--- config.mk ---
export PLATFORM = sky130hd
export DESIGN_NAME = imem_loader_flat
export DESIGN_NICKNAME = d
export VERILOG_FILES = /design/src/rtl/imem_loader_if.sv /design/src/rtl/imem_loader.sv /design/src/flat_wrapper.sv
export SDC_FILE = /design/constraint.sdc
export NUM_CORES = 1
export LEC_CHECK = 0
export ABC_AREA = 1
export BUFFER_PORTS_ARGS = -buffer_cell sky130_fd_sc_hd__buf_2
export CAP_MARGIN = 20
export CORE_AREA = 2 2 101 103
export CTS_CLUSTER_SIZE = 12
export DETAILED_ROUTE_END_ITERATION = 12
export DIE_AREA = 0 0 103 105
export PLACE_DENSITY_LB_ADDON = 0.25
export SLEW_MARGIN = 20
export SYNTH_ARGS = -nofsm -noshare
export SYNTH_HDL_FRONTEND = slang
export SYNTH_SLANG_ARGS = --single-unit
--- constraint.sdc ---
create_clock -name clk -period 4.5 [get_ports clk]
set_clock_uncertainty 0.15 [all_clocks]
set_input_delay 0.225 -clock clk [delete_from_list [all_inputs] [get_ports clk]]
set_output_delay 0.225 -clock clk [all_outputs]
set_load 0.005 [all_outputs]
--- src/rtl/imem_loader_if.sv ---
// Byte-stream and instruction-memory write bus of the image loader.
// The loader uses the slave modport; the stream source / memory side uses master.
interface imem_loader_if #(
  parameter int ADDR_W = 16
);
  logic              rx_valid;
  logic [7:0]        rx_data;
  logic              rx_ready;
  logic              mem_we;
  logic [ADDR_W-1:0] mem_addr;
  logic [31:0]       mem_wdata;

  modport master (
    output rx_valid, rx_data,
    input  rx_ready, mem_we, mem_addr, mem_wdata
  );

  modport slave (
    input  rx_valid, rx_data,
    output rx_ready, mem_we, mem_addr, mem_wdata
  );
endinterface

--- src/rtl/imem_loader.sv ---
// Streams a length-prefixed big-endian program image into instruction memory and holds the core
// in reset until done. Optional trailing XOR checksum byte when LOADER_CHECKSUM_EN is defined.
module imem_loader #(
  parameter int              ADDR_W     = 16,
  parameter logic [ADDR_W-1:0] START_ADDR = {ADDR_W{1'b0}}
) (
  input  logic         clk,
  input  logic         rst,
  imem_loader_if.slave bus,
  input  logic         start,
  output logic         core_hold,
  output logic         load_done,
  output logic         load_err
);

  localparam logic [2:0] S_IDLE   = 3'd0;
  localparam logic [2:0] S_LEN_HI = 3'd1;
  localparam logic [2:0] S_LEN_LO = 3'd2;
  localparam logic [2:0] S_BYTE   = 3'd3;
  localparam logic [2:0] S_WRITE  = 3'd4;
  localparam logic [2:0] S_DONE   = 3'd5;
`ifdef LOADER_CHECKSUM_EN
  localparam logic [2:0] S_CSUM   = 3'd6;
  localparam logic [2:0] S_FINAL  = S_CSUM;
`else
  localparam logic [2:0] S_FINAL  = S_DONE;
`endif
  localparam logic [ADDR_W-1:0] ADDR_ONE = {{(ADDR_W-1){1'b0}}, 1'b1};

  logic [2:0]        state_r;
  logic [2:0]        state_s;
  logic [15:0]       len_r;
  logic [15:0]       len_s;
  logic [15:0]       index_r;
  logic [ADDR_W-1:0] waddr_r;
  logic [23:0]       word_r;
  logic [1:0]        cnt_r;
  logic              mem_we_r;
  logic [ADDR_W-1:0] mem_addr_r;
  logic [31:0]       mem_wdata_r;
  logic              rx_ready_s;
  logic              accept_s;

  assign accept_s = bus.rx_valid && rx_ready_s;
  assign len_s    = {len_r[15:8], bus.rx_data};

  // Stream ready decoded from state: only header, data and checksum states take bytes.
  always_comb begin
    rx_ready_s = 1'b0;
    case (state_r)
      S_LEN_HI, S_LEN_LO, S_BYTE: rx_ready_s = 1'b1;
`ifdef LOADER_CHECKSUM_EN
      S_CSUM:                     rx_ready_s = 1'b1;
`endif
      default:                    rx_ready_s = 1'b0;
    endcase
  end

  // Next-state logic of the load sequencer.
  always_comb begin
    state_s = state_r;
    case (state_r)
      S_IDLE: state_s = S_LEN_HI;
      S_LEN_HI: begin
        if (accept_s) state_s = S_LEN_LO;
        else          state_s = state_r;
      end
      S_LEN_LO: begin
        if (!accept_s)          state_s = state_r;
        else if (len_s == 16'd0) state_s = S_FINAL;
        else                    state_s = S_BYTE;
      end
      S_BYTE: begin
        if (accept_s && (cnt_r == 2'd3)) state_s = S_WRITE;
        else                             state_s = state_r;
      end
      S_WRITE: begin
        if (index_r == (len_r - 16'd1)) state_s = S_FINAL;
        else                            state_s = S_BYTE;
      end
      S_DONE: begin
        if (start) state_s = S_LEN_HI;
        else       state_s = state_r;
      end
`ifdef LOADER_CHECKSUM_EN
      S_CSUM: begin
        if (accept_s) state_s = S_DONE;
        else          state_s = state_r;
      end
`endif
      default: state_s = S_IDLE;
    endcase
  end

  // State register.
  always_ff @(posedge clk or negedge rst) begin
    if (!rst) state_r <= S_IDLE;
    else      state_r <= state_s;
  end

  // Header capture, word assembly and the one-cycle memory write.
  always_ff @(posedge clk or negedge rst) begin
    if (!rst) begin
      len_r       <= 16'd0;
      index_r     <= 16'd0;
      waddr_r     <= {ADDR_W{1'b0}};
      word_r      <= 24'd0;
      cnt_r       <= 2'd0;
      mem_we_r    <= 1'b0;
      mem_addr_r  <= {ADDR_W{1'b0}};
      mem_wdata_r <= 32'd0;
    end else begin
      mem_we_r <= 1'b0;
      case (state_r)
        S_LEN_HI: begin
          if (accept_s) len_r[15:8] <= bus.rx_data;
        end
        S_LEN_LO: begin
          if (accept_s) begin
            len_r[7:0] <= bus.rx_data;
            index_r    <= 16'd0;
            waddr_r    <= START_ADDR;
            cnt_r      <= 2'd0;
          end
        end
        S_BYTE: begin
          if (accept_s) begin
            word_r <= {word_r[15:0], bus.rx_data};
            cnt_r  <= cnt_r + 2'd1;
            // Fourth byte completes the word; the write strobe shows up next cycle in S_WRITE.
            if (cnt_r == 2'd3) begin
              mem_we_r    <= 1'b1;
              mem_addr_r  <= waddr_r;
              mem_wdata_r <= {word_r, bus.rx_data};
            end
          end
        end
        S_WRITE: begin
          index_r <= index_r + 16'd1;
          waddr_r <= waddr_r + ADDR_ONE;
        end
        default: begin
          mem_we_r <= 1'b0;
        end
      endcase
    end
  end

`ifdef LOADER_CHECKSUM_EN
  logic [7:0] csum_r;
  logic       load_err_r;

  // Running XOR of every accepted byte, checked against the trailing checksum byte.
  always_ff @(posedge clk or negedge rst) begin
    if (!rst) begin
      csum_r     <= 8'd0;
      load_err_r <= 1'b0;
    end else if ((state_r == S_IDLE) || ((state_r == S_DONE) && start)) begin
      csum_r     <= 8'd0;
      load_err_r <= 1'b0;
    end else if (accept_s && (state_r == S_CSUM)) begin
      load_err_r <= (bus.rx_data != csum_r);
    end else if (accept_s) begin
      csum_r <= csum_r ^ bus.rx_data;
    end else begin
      csum_r <= csum_r;
    end
  end

  assign core_hold = (state_r != S_DONE) || load_err_r;
  assign load_err  = load_err_r;
`else
  assign core_hold = (state_r != S_DONE);
  assign load_err  = 1'b0;
`endif

  assign load_done     = (state_r == S_DONE);
  assign bus.rx_ready  = rx_ready_s;
  assign bus.mem_we    = mem_we_r;
  assign bus.mem_addr  = mem_addr_r;
  assign bus.mem_wdata = mem_wdata_r;

endmodule

--- src/flat_wrapper.sv ---
// flat-port wrapper written by rule: the top's interface ports become plain ports
module imem_loader_flat 
#(
  parameter int              ADDR_W     = 16,
  parameter logic [ADDR_W-1:0] START_ADDR = {ADDR_W{1'b0}}
)
  (clk, rst, start, core_hold, load_done, load_err, bus_rx_valid, bus_rx_data, bus_rx_ready, bus_mem_we, bus_mem_addr, bus_mem_wdata);
  imem_loader_if #(.ADDR_W(ADDR_W)) bus_i ();
  input  logic clk;
  input  logic rst;
  input  logic start;
  output logic core_hold;
  output logic load_done;
  output logic load_err;
  input wire logic [$bits(bus_i.rx_valid)-1:0] bus_rx_valid;
  input wire logic [$bits(bus_i.rx_data)-1:0] bus_rx_data;
  output wire logic [$bits(bus_i.rx_ready)-1:0] bus_rx_ready;
  output wire logic [$bits(bus_i.mem_we)-1:0] bus_mem_we;
  output wire logic [$bits(bus_i.mem_addr)-1:0] bus_mem_addr;
  output wire logic [$bits(bus_i.mem_wdata)-1:0] bus_mem_wdata;
  assign bus_i.rx_valid = bus_rx_valid;
  assign bus_i.rx_data = bus_rx_data;
  assign bus_rx_ready = bus_i.rx_ready;
  assign bus_mem_we = bus_i.mem_we;
  assign bus_mem_addr = bus_i.mem_addr;
  assign bus_mem_wdata = bus_i.mem_wdata;
  imem_loader #(.ADDR_W(ADDR_W), .START_ADDR(START_ADDR)) u_core (.clk(clk), .rst(rst), .bus(bus_i), .start(start), .core_hold(core_hold), .load_done(load_done), .load_err(load_err));
endmodule
Word level (Yosys, flattened, before mapping)
Index checks and enable logic that the tools add are counted.
W data, S select, Z words.
{ "totals": {"output_inout_bits": 53, "in_bits": 12, "elab_cells": 58, "ff_bits": 126} }
{ "classes": {"add_sub_neg": 4, "eq_ne": 13, "n_mux": 17, "n_reduce_logical": 14} }
{ "op_table": {"columns": ["op", "count"], "rows": [
  ["$pmux W16 S2", 2],
  ["$add A16 B1 Y16 const B", 2],
  ["$mux W3", 6],
  ["$pmux W3 S6", 1],
  ["$eq A16 B16 Y1", 1],
  ["$logic_not A16 Y1", 1],
  ["$mux W16", 1],
  ["$sub A16 B1 Y16 const B", 1],
  ["$ne A2 B1 Y1 const B", 4],
  ["$reduce_and A2 Y1", 4],
  ["$eq A3 B2 Y1 const B", 2],
  ["$eq A3 B3 Y1 const B", 2],
  ["$reduce_and A3 Y1", 2],
  ["$mux W1", 4],
  ["$mux W2", 2],
  ["$pmux W2 S2", 1],
  ["$reduce_and A4 Y1", 1],
  ["$reduce_bool A2 Y1", 2],
  ["$eq A3 B1 Y1 const B", 1],
  ["$logic_not A3 Y1", 1],
  ["$ne A3 B3 Y1 const B", 1],
  ["$reduce_or A3 Y1", 1],
  ["$add A2 B1 Y2 const B", 1],
  ["$eq A2 B2 Y1 const B", 1],
  ["other kinds (2)", 3]
]} }

Logic depth before layout (Yosys ltp)
Gate-level depths: netlist (run 1).
{ "depth": {"depth_word": 7, "mapped_depth": 16, "depth_no_buf": 16} }

Worst setup path before layout (run 1)
No wires, ideal clock.
{ "synth_timing": {"path_type": "reg2reg", "startpoint": "register u_core.len_r[0]", "endpoint": "register u_core.state_r[1]", "path_stages_with_launch": 14, "period_less_slack_ps": 1839, "arrival_time_ps": 1569, "t_required_ps": 4230, "setup_time_ps": 120, "path_buffers": 0, "path_slack_ps": 2661, "path_cell_list": "dfrtp_1 inv_1 ha_1 nand3_1 nor2_1 nand3_1 nand2_1 nand3_1 nor2_1 nand3_1 nand2_1 nand2_1 nand2_1 nand2_1"} }
{ "synth_between": {"elab_chain_len": 4} }
{ "synth_lines": {"columns": ["item", "line", "rtl"], "rows": [
  ["from (decl)", "imem_loader.sv:32", "logic [15:0] len_r;"],
  ["from (signal assigned)", "imem_loader.sv:120", "len_r[7:0] <= bus.rx_data;"],
  ["$sub A16 B1 Y16", "imem_loader.sv:78", "if (index_r == (len_r - 16'd1)) state_s = S_FINAL;"],
  ["$eq A16 B16 Y1", "imem_loader.sv:78", null],
  ["$mux W3", "imem_loader.sv:78", null],
  ["$pmux W3 S6", "imem_loader.sv:62", "case (state_r)"],
  ["to (signal assigned)", "imem_loader.sv:98", "else state_r <= state_s;"],
  ["to (decl)", "imem_loader.sv:30", "logic [2:0] state_r;"]
]} }
No other way between the ends.
A chain may end at the register's enable or synchronous reset.

Worst setup path in the final report (run 1)
{ "layout_timing": {"startpoint": "register u_core.state_r[2]", "endpoint": "register u_core.mem_wdata_r[22], in the netlist u_core.bus.mem_wdata[22]"} }
{ "layout_between": {"elab_chain_len": 5, "word_cells_on_any_way": 7, "classes_between": "eq/ne (3); mux (1); reduce/logical (3)"} }
{ "layout_lines": {"columns": ["item", "line", "rtl"], "rows": [
  ["$eq A3 B1 Y1 (tied with other cells)", "imem_loader.sv:50", "case (state_r)"],
  ["$reduce_or A3 Y1", "imem_loader.sv:50", null],
  ["$mux W1", "imem_loader.sv:50", null],
  ["$logic_and A1 B1 Y1", "imem_loader.sv:44", "assign accept_s = bus.rx_valid && rx_ready_s;"],
  ["$reduce_and A3 Y1 (no line) (*)", null, null],
  ["to (signal assigned)", "imem_loader.sv:134", "mem_wdata_r <= {word_r, bus.rx_data};"],
  ["to (decl)", "imem_loader.sv:40", "logic [31:0] mem_wdata_r;"]
]} }
Mark *: on every way between the ends. The rest lies on a longest branch, timed or not.

==> flow_metrics.py, run 1 <==
metrics = {
    "clock_tree": {
        "hold_buffers": 11,
        "cts_sinks": 126,
        "post_cts_resized": 0,
        "clock_latency_ns": 0.52,
        "cts_buffer_depth": 2,
        "cts_tree": "yes",
        "numCtsBuffers": 17,
        "cts.clk_slew.worst_paths_ns": 0.06,
        "cts.htree.levels": 4,
        "ctsRootBufferMaster": "clkbuf_8",
        "post-cts-setup-buffer-count": 0,
    },
    "timing": {
        "fin_crit_ns": 2.756,
        "drv_slew": 0,
        "finalSetupViolations": 0,
        "tightest_slew_ns": 0.8254,
        "max_slew_margin": 0.4491,
        "fin_ws_ns": 1.744,
        "fin_setup_tns_ns": 0,
        "clock.fmax_mhz": 362.8,
        "post-route-period-util": 0.6125,
        "rsz0062_at_grt": "false",
        "hold_viol": 0,
    },
    "synthesis": {
        "ys_seq_area_frac": 0.5383,
        "syn_area_um2": 5857,
        "synth_top_area_frac": 0.5383,
        "yosysUniqueCellTypes": 38,
        "yosysWarnings": 0,
        "postSynthCellCount": 707,
        "ys.flop_type": "dfrtp_1",
        "ys_top_cells_by_count": "nand2_1, dfrtp_1, inv_1",
        "ys_top_cells_by_area": "dfrtp_1, nand2_1, o21ai_0, inv_1, nor2_1",
        "synth.net_count": 723,
        "synth.largest_area_cell": "dfrtp_1",
        "synth_area_per_cell_um2": 8.284,
        "synth_most_common_cell": "nand2_1",
        "synth_seq_cells": 126,
        "synth_edf_count": 0,
        "async_flop_share": 1.000,
    },
    "global_route": {
        "antenna_found_initial": 0,
        "grt_pass1_vias": 5013,
        "gr-total-overflow": 0,
        "grt_first_pass_wirelength_mm": 22.91,
        "grt_max_degree": 71,
        "track_usage": 0.2713,
    },
    "placed_design": {
        "port_buffers": 63,
        "post-dp-hpwl_mm": 9.264,
        "place_ws_ns": 2.129,
        "finalWeightedCongestion": 0.8563,
        "place_area_um2": 6266,
    },
    "route": {
        "drt-vias-per-instance": 5.420,
        "wl_per_cell_um": 14.57,
        "vias": 5030,
        "drt.antenna.violating_nets": 0,
        "drt_iter0_drc": 329,
        "drc": 0,
        "routed_wl_mm": 13.52,
        "first_pass_iters": 6,
    },
    "finish": {
        "drive_gt1_frac": 0.1535,
        "nets": 799,
        "num-fill-cells": 735,
        "finalCoreUtilization": 0.7196,
        "n_antenna_cell": 0,
        "areaGrowthSynthToFinish_pct": 18.44,
        "fin_area_um2": 6937,
    },
    "pwr": {
        "vdd_drop_max_mv": 0.3681,
        "p_per_area_nw_per_um2": 659.8,
        "leakagePower_nw": 3.518,
        "total_power_mw": 4.577,
    },
    "hold_path": {
        "hp-class": "in2async",
    },
    "critical_path": {
        "required_ns": 4.76,
        "critPathKind": "reg2reg",
        "r2r_slack_ns": 1.74,
        "arrival_ns": 3.01,
        "cp_max_fo": 70,
        "startpoint_type": "register",
        "critPathCaptureType": "register",
    },
    "flow_run": {
        "drv_cap": 0,
    },
    "floorplan": {
        "ios": 65,
        "row_count": 36,
        "die_x_um": 103,
        "die_area_um2": 10820,
        "initial_core_util": 0.6076,
        "core_area_um2": 9639,
        "fp.dieH_um": 105,
    },
    "outcome": {
        "status": "completed",
    },
}
critical path, stage by stage (launching register included):
cell      delay [ns]
dfrtp_1         0.48
nor2_2          0.25
inv_2           0.09
nor2_4          0.12
inv_2           0.05
nor3_2          0.13
buf_4           0.28
clkinv_2        0.69
o21ai_1         0.39
layer usage:
metal / track usage / vias to the layer above / wire length, um
met3: 0.06355 / 41 / 723
met1: 0.3455 / 2368 / 5648
met4: 0.1128 / 0 / 366
li1: - / 2430 / -
met5: 0 / - / 0
met2: 0.4411 / 191 / 6786
metrics by stage:
step                      cells  hold WS (ns)
after floorplan             707       -0.2206
after global placement      886       0.03261
after detailed placement    886       0.03830
after CTS                   928       0.04664
after global routing        928       0.07466
final                       928       0.03858
placed cells by master (no fill, tap or decap), drive strengths merged, types with 2 or more instances in the layout:
cell         netlist  layout
and2               2       2
ha                 4       4
clkinv             0      10
bufinv             0       2
nand3             24      24
o21ai             85      85
nor2              76      76
nand2            208     208
buf               15      68
o22ai              7       7
clkbuf             7      17
nor3               9       9
a21oi             22      22
dlygate4sd3        0      11
o21a               2       2
nand4              3       3
xor2               5       5
nand3b             6       6
a31oi              9       9
mux2i              5       5
xnor2              6       6
inv               77      78
nor4               4       4
dfrtp            126     126
flip-flops by register name, summed over array words and instances, names as in the netlist:
| name | count |
|---|---|
| u_core.waddr_r | 16 |
| u_core.state_r | 3 |
| u_core.bus.mem_we | 1 |
| u_core.index_r | 16 |
| u_core.cnt_r | 2 |
| u_core.len_r | 16 |
| u_core.word_r | 24 |
| u_core.bus.mem_addr | 16 |
| u_core.bus.mem_wdata | 32 |
where the power goes:
| part | leakage, nW | switching (mW) | internal [mW] |
|---|---|---|---|
| registers | 1.60 | 0.317 | 1.54 |
| clock network | 0.278 | 0.502 | 0.785 |
| logic | 1.64 | 0.887 | 0.545 |
| total | 3.52 | 1.71 | 2.87 |
cell families after synthesis:
kind of cell | share of synthesized area
flops | 0.5383
fa+ha+maj | 0.008546
compound gates | 0.1141
other cells | 0.0006403
simple gates | 0.2448
buf+inv | 0.06858
xor+xnor | 0.01645
mux | 0.008546
worst paths after layout:
| path | startpoint | endpoint | depth (start not counted) |
|---|---|---|---|
| worst min register to register | u_core.bus.mem_wdata[26] | u_core.bus.mem_wdata[26] | 2 |
| min in group clk | u_core.bus.mem_wdata[26] | u_core.bus.mem_wdata[26] | 2 |
| max in group asynchronous | rst | u_core.word_r[13] | 3 |
| worst min-delay path | rst | u_core.bus.mem_wdata[28] | 2 |
| worst max register to register | u_core.state_r[2] | u_core.bus.mem_wdata[22] | 8 |
| worst max-delay path | u_core.state_r[2] | u_core.bus.mem_wdata[22] | 8 |
cell type report:
class                   count  area [um2]  area share
repair buffers             79       465.4     0.06710
inverters                  77       290.3     0.04185
flip-flops and latches    126        3153      0.4545
clock inverters            14       145.1     0.02092
well taps                 133       166.4     0.02399
clock buffers              17       414.1     0.05970
multi-input cells         482        2302      0.3319
No activity file was read; power rests on OpenSTA's default activity.
==> inputs of run 2 (changes only) <==
--- a/config.mk
+++ b/config.mk
@@ -5,13 +5,13 @@
 export SDC_FILE = /design/constraint.sdc
 export NUM_CORES = 1
 export LEC_CHECK = 0
-export ABC_AREA = 1
+export ABC_AREA = 0
 export BUFFER_PORTS_ARGS = -buffer_cell sky130_fd_sc_hd__buf_2
 export CAP_MARGIN = 20
-export CORE_AREA = 2 2 101 103
+export CORE_AREA = 2 2 108 110
 export CTS_CLUSTER_SIZE = 12
 export DETAILED_ROUTE_END_ITERATION = 12
-export DIE_AREA = 0 0 103 105
+export DIE_AREA = 0 0 110 112
 export PLACE_DENSITY_LB_ADDON = 0.25
 export SLEW_MARGIN = 20
 export SYNTH_ARGS = -nofsm -noshare
==> constraint.sdc (replaced) <==
create_clock -name clk -period 2.45 [get_ports clk]
set_clock_uncertainty 0.15 [all_clocks]
set_input_delay 0.1225 -clock clk [delete_from_list [all_inputs] [get_ports clk]]
set_output_delay 0.1225 -clock clk [all_outputs]
set_load 0.005 [all_outputs]
==> flow_metrics.py, run 2 <==
metrics = {
    "outcome": {
        "status": "completed",
    },
    "synthesis": {
        "synth_edf_count": 0,
        "postSynthCellCount": 634,
        "synth_seq_cells": 126,
        "yosysWarnings": 0,
        "synth_area_per_cell_um2": 9.047,
        "synth.net_count": 650,
        "syn_area_um2": 5736,
        "ys_seq_area_frac": 0.5497,
        "synth_most_common_cell": "nand2_1",
        "yosysUniqueCellTypes": 49,
        "async_flop_share": 1.000,
        "ys_top_cells_by_area": "dfrtp_1, nand2_1, mux2_2, o21ai_0, nand3_1",
        "ys_top_cells_by_count": "nand2_1, dfrtp_1, o21ai_0",
        "synth_top_area_frac": 0.5497,
        "ys.flop_type": "dfrtp_1",
        "synth.largest_area_cell": "dfrtp_1",
    },
    "finish": {
        "n_antenna_cell": 0,
        "num-fill-cells": 956,
        "drive_gt1_frac": 0.2054,
        "final_cell_mix": "nand2_1, dfrtp_1, buf_2",
        "areaGrowthSynthToFinish_pct": 23.56,
        "finalCoreUtilization": 0.6342,
        "largest_reg_flops": 32,
        "final_common_cell": "nand2_1",
        "nets": 738,
    },
    "global_route": {
        "antenna_found_initial": 0,
        "grt_max_degree": 49,
        "track_usage": 0.2304,
        "grt_first_pass_wirelength_mm": 22.11,
        "gr-total-overflow": 0,
        "grt_pass1_vias": 4500,
    },
    "pwr": {
        "power_frac_comb": 0.297,
        "switching_share": 0.3338,
        "seq_power_share": 0.404,
        "clkPwrFrac": 0.300,
        "leakagePower_nw": 3.653,
        "p_int_mw": 5.718,
        "p_per_area_nw_per_um2": 1211,
        "switchingPower_mw": 2.864,
        "total_power_mw": 8.582,
        "vdd_drop_max_mv": 0.5861,
    },
    "critical_path": {
        "critPathCaptureType": "register",
        "path_cells": "or4_4 -> or4_4 -> and3_4 -> o21a_1 -> and4_4 -> a21o_1",
        "cp_top_family": "simple AND/OR/NAND/NOR gates",
        "critical_path_buf_inv_count": 0,
        "arrival_ns": 2.55,
        "required_ns": 2.60,
        "cpMaxStageDelayCell": "or4_4",
        "startpoint_type": "register",
        "cpMostUsedCell": "or4_4",
        "critPathKind": "reg2reg",
        "cp_max_fo": 2,
        "crit_path_max_incr_delay_ns": 0.54,
    },
    "placed_design": {
        "finalWeightedCongestion": 0.8819,
        "port_buffers": 63,
        "post-dp-hpwl_mm": 8.814,
    },
    "floorplan": {
        "die_x_um": 110,
        "fp.dieH_um": 112,
        "initial_core_util": 0.5133,
        "ios": 65,
        "core_area_um2": 11170,
        "die_area_um2": 12320,
        "row_count": 39,
    },
    "route": {
        "vias": 4654,
        "wl_per_cell_um": 14.84,
        "first_pass_iters": 4,
        "drt_iter0_drc": 231,
        "drt.antenna.violating_nets": 0,
        "drt-vias-per-instance": 5.301,
        "drc": 0,
        "routed_wl_mm": 13.03,
    },
    "timing": {
        "fin_setup_tns_ns": 0,
        "hold_slack_ns": 0.08205,
        "tightest_slew_ns": 0.5358,
        "hold_viol": 0,
        "post-route-period-util": 0.9788,
        "drv_slew": 0,
        "finalSetupViolations": 0,
        "rsz0062_at_grt": "true",
        "clock.fmax_mhz": 417.0,
        "fin_crit_ns": 2.398,
        "max_slew_margin": 0.6428,
    },
    "hold_path": {
        "hp-class": "in2async",
    },
    "clock_tree": {
        "cts_tree": "yes",
        "cts.clk_slew.worst_paths_ns": 0.06,
        "clock_latency_ns": 0.41,
        "ctsRootBufferMaster": "clkbuf_16",
        "cts_sinks": 126,
        "numCtsBuffers": 17,
        "cts_buffer_depth": 2,
        "cts.htree.levels": 4,
    },
    "flow_run": {
        "drv_cap": 0,
    },
}
==> run 2: logic make-up (layout without fill, tap and decap cells) <==
| logic type | Yosys count | in the layout | share of synthesized area |
|---|---|---|---|
| other | 1 | 1 | 0.0006538 |
| and+or+nand+nor | 362 | 362 | 0.2744 |
| muxes | 29 | 29 | 0.05432 |
| DFF | 126 | 126 | 0.5497 |
| AOI/OAI and AO/OA | 55 | 55 | 0.05650 |
| adders and majority gates | 4 | 4 | 0.008726 |
| buffers and inverters | 37 | 138 | 0.02509 |
| xor gates and xnor gates | 20 | 20 | 0.03054 |
==> run 2: routing by layer <==
layer | share of wire | up-vias | global-route usage
met5 | 0 | - | 0
met4 | 0.012 | 0 | 0.06920
met3 | 0.038 | 16 | 0.05913
met2 | 0.48 | 88 | 0.3538
met1 | 0.47 | 2265 | 0.3219
li1 | - | 2285 | -
==> run 2: final timing paths <==
path	depth (start not counted)	to	slack [ns]	from
min reg2reg	2	u_core.bus.mem_wdata[12]	0.32	u_core.bus.mem_wdata[12]
min in group clk	5	u_core.state_r[2]	0.19	start
max in group asynchronous	3	u_core.len_r[10]	1.39	rst
max reg2reg	6	u_core.state_r[2]	0.05	u_core.len_r[4]
max	6	u_core.state_r[2]	0.05	u_core.len_r[4]
min	2	u_core.bus.mem_addr[8]	0.08	rst
==> run 2: stage by stage <==
step	instance area [um2]	cells	setup WS, ns
3_5_place_dp	6349	836	0.03029
6_report	7087	878	0.05204
5_1_grt	7087	878	-0.002048
3_3_place_gp	6349	836	0.05417
2_1_floorplan	5741	634	-0.01901
4_1_cts	7059	878	0.01972
==> run 2: power groups by stage <==
stage | combinational (mW) | clock (mW) | sequential (mW)
2_1_floorplan | 1.59 | 0 | 3.37
3_3_place_gp | 2.44 | 0 | 3.45
3_5_place_dp | 2.50 | 0 | 3.48
4_1_cts | 2.54 | 2.60 | 3.46
5_1_grt | 2.89 | 2.71 | 3.59
6_report | 2.55 | 2.57 | 3.46
==> run 2: layout make-up <==
cell class | count | area, um2 | area share
inverter | 6 | 22.52 | 0.003178
multi-input combinational | 471 | 2476 | 0.3494
tap | 143 | 178.9 | 0.02525
clock inverter | 10 | 136.4 | 0.01924
timing repair buffer | 100 | 645.6 | 0.09110
clock buffer | 22 | 474.2 | 0.06691
sequential | 126 | 3153 | 0.4449
==> run 2: timing repair <==
item / CTS / global route
buffers inserted: 0 / 0
setup endpoints to repair: 0 / 2
resized for setup: 0 / 6
hold buffers: 10 / 0
hold endpoints to repair: 123 / 0
==> inputs of run 3 (changes only) <==
--- a/config.mk
+++ b/config.mk
@@ -8,10 +8,12 @@
 export ABC_AREA = 0
 export BUFFER_PORTS_ARGS = -buffer_cell sky130_fd_sc_hd__buf_2
 export CAP_MARGIN = 20
-export CORE_AREA = 2 2 108 110
+export CELL_PAD_IN_SITES_DETAIL_PLACEMENT = 1
+export CELL_PAD_IN_SITES_GLOBAL_PLACEMENT = 2
+export CORE_AREA = 2 2 125 127
 export CTS_CLUSTER_SIZE = 12
 export DETAILED_ROUTE_END_ITERATION = 12
-export DIE_AREA = 0 0 110 112
+export DIE_AREA = 0 0 127 129
 export PLACE_DENSITY_LB_ADDON = 0.25
 export SLEW_MARGIN = 20
 export SYNTH_ARGS = -nofsm -noshare
==> constraint.sdc (replaced) <==
create_clock -name clk -period 2.9 [get_ports clk]
set_clock_uncertainty 0.15 [all_clocks]
set_input_delay 0.145 -clock clk [delete_from_list [all_inputs] [get_ports clk]]
set_output_delay 0.145 -clock clk [all_outputs]
set_load 0.005 [all_outputs]
==> flow_metrics.py, run 3 (same netlist as run 2, synthesis figures left out) <==
metrics = {
    "route": {
        "first_pass_iters": 4,
        "top_layer": "met4",
        "drc": 0,
        "drt.antenna.violating_nets": 0,
        "routed_wl_mm": 15.15,
        "met2WireLength_mm": 7.563,
        "wl_per_cell_um": 16.62,
        "dr_wl_met3_um": 420,
        "wl_met1_mm": 6.991,
        "drt_iter0_drc": 216,
        "drt-vias-per-instance": 5.097,
        "vias": 4643,
    },
    "global_route": {
        "grt_pass1_vias": 4863,
        "track_usage": 0.1971,
        "grt_max_degree": 66,
        "antenna_found_initial": 0,
        "gr-total-overflow": 0,
        "grt_first_pass_wirelength_mm": 25.11,
    },
    "finish": {
        "drive_gt1_frac": 0.1853,
        "final_cell_mix": "nand2_1, dfrtp_1, buf_2",
        "n_antenna_cell": 0,
        "final_common_cell": "nand2_1",
        "nets": 726,
        "fin_cells": 911,
        "areaGrowthSynthToFinish_pct": 21.55,
        "largest_reg_flops": 32,
    },
    "placed_design": {
        "post-dp-hpwl_mm": 10.50,
        "port_buffers": 63,
        "placed_cells": 869,
        "finalWeightedCongestion": 0.9051,
    },
    "floorplan": {
        "die_x_um": 127,
        "core_area_um2": 14980,
        "row_count": 45,
        "die_area_um2": 16380,
        "initial_core_util": 0.3830,
        "ios": 65,
        "fp.dieH_um": 129,
    },
    "timing": {
        "post-route-period-util": 0.8734,
        "hold_viol": 0,
        "rsz0062_at_grt": "false",
        "finalSetupViolations": 0,
        "drv_slew": 0,
        "fin_setup_tns_ns": 0,
        "fin_crit_ns": 2.533,
        "clock.fmax_mhz": 394.8,
    },
    "critical_path": {
        "r2r_cells": 8,
        "critPathKind": "reg2reg",
        "reg2reg_to": "u_core.state_r[1]",
        "required_ns": 3.04,
        "critPathCaptureType": "register",
        "cp_max_fo": 6,
        "reg2reg_from": "u_core.len_r[0]",
        "arrival_ns": 2.68,
        "startpoint_type": "register",
        "r2r_slack_ns": 0.37,
    },
    "pwr": {
        "leakagePower_nw": 3.559,
        "total_power_mw": 7.044,
        "vdd_drop_max_mv": 0.4246,
        "p_per_area_nw_per_um2": 1010,
    },
    "hold_path": {
        "hp-class": "in2async",
    },
    "clock_tree": {
        "clock_latency_ns": 0.42,
        "cts_buffer_depth": 2,
        "cts.clk_slew.worst_paths_ns": 0.05,
        "ctsRootBufferMaster": "clkbuf_16",
        "cts.htree.levels": 4,
        "cts_tree": "yes",
        "post-cts-setup-buffer-count": 0,
        "numCtsBuffers": 17,
        "cts_sinks": 126,
    },
    "outcome": {
        "status": "completed",
    },
    "flow_run": {
        "drv_cap": 0,
    },
}
==> run 3: where the power goes <==
group          total [mW]  switching [mW]  internal [mW]
clock                2.07           0.768           1.30
sequential           3.04           0.636           2.40
combinational        1.94            1.04          0.895
total                7.04            2.45           4.60
==> run 3: how the worst max path moves through the flow <==
stage          slack (ns)                end  cells after the start            start
6_report             0.37  u_core.state_r[1]                      8  u_core.len_r[0]
5_1_grt              0.18  u_core.state_r[1]                      8  u_core.len_r[0]
4_1_cts              0.37  u_core.state_r[2]                      6  u_core.len_r[4]
3_5_place_dp         0.38  u_core.state_r[2]                      6  u_core.len_r[4]
3_3_place_gp         0.41  u_core.state_r[2]                      6  u_core.len_r[4]
2_1_floorplan        0.40  u_core.state_r[2]                      7  u_core.len_r[4]
==> run 3: timing repair <==
action,CTS,global route
hold buffers,10,0
gates resized for setup,0,0
hold endpoints to repair,67,0
==> run 3: per-stage QoR <==
step                setup WS, ns  utilization  cell area, um2  hold WS [ns]
finish                    0.3671       0.4655            6972       0.06408
global route              0.1816       0.4655            6972        0.1005
CTS                       0.3657       0.4655            6972       0.07859
detailed placement        0.3764       0.4205            6297      -0.01674
global placement          0.4077       0.4205            6297      -0.02036
floorplan                 0.3962            -            5736       -0.3006
==> run 3: critical path: stages (launching register included) <==
cell and delay (ns):
dfrtp_1 0.44, inv_1 0.08, ha_1 0.25, nor3b_2 0.24, a21oi_1 0.09, or4_1 0.48
nor4_1 0.33, and4_4 0.29, o21ai_1 0.06
==> run 3: per-layer routing <==
layer	GRT usage	up-vias
met1	0.2554	2306
met2	0.3330	69
met4	0.06399	0
met5	0	-
li1	-	2254
met3	0.04116	14
==> run 3: layout make-up <==
type / instances / area, um2
Inverter: 6 / 22.52
Clock buffer: 21 / 460.4
Fill cell: 1750 / 8005
Timing Repair Buffer: 88 / 543.0
Multi-Input combinational cell: 471 / 2444
Tap cell: 188 / 235.2
Clock inverter: 11 / 113.9
Sequential cell: 126 / 3153
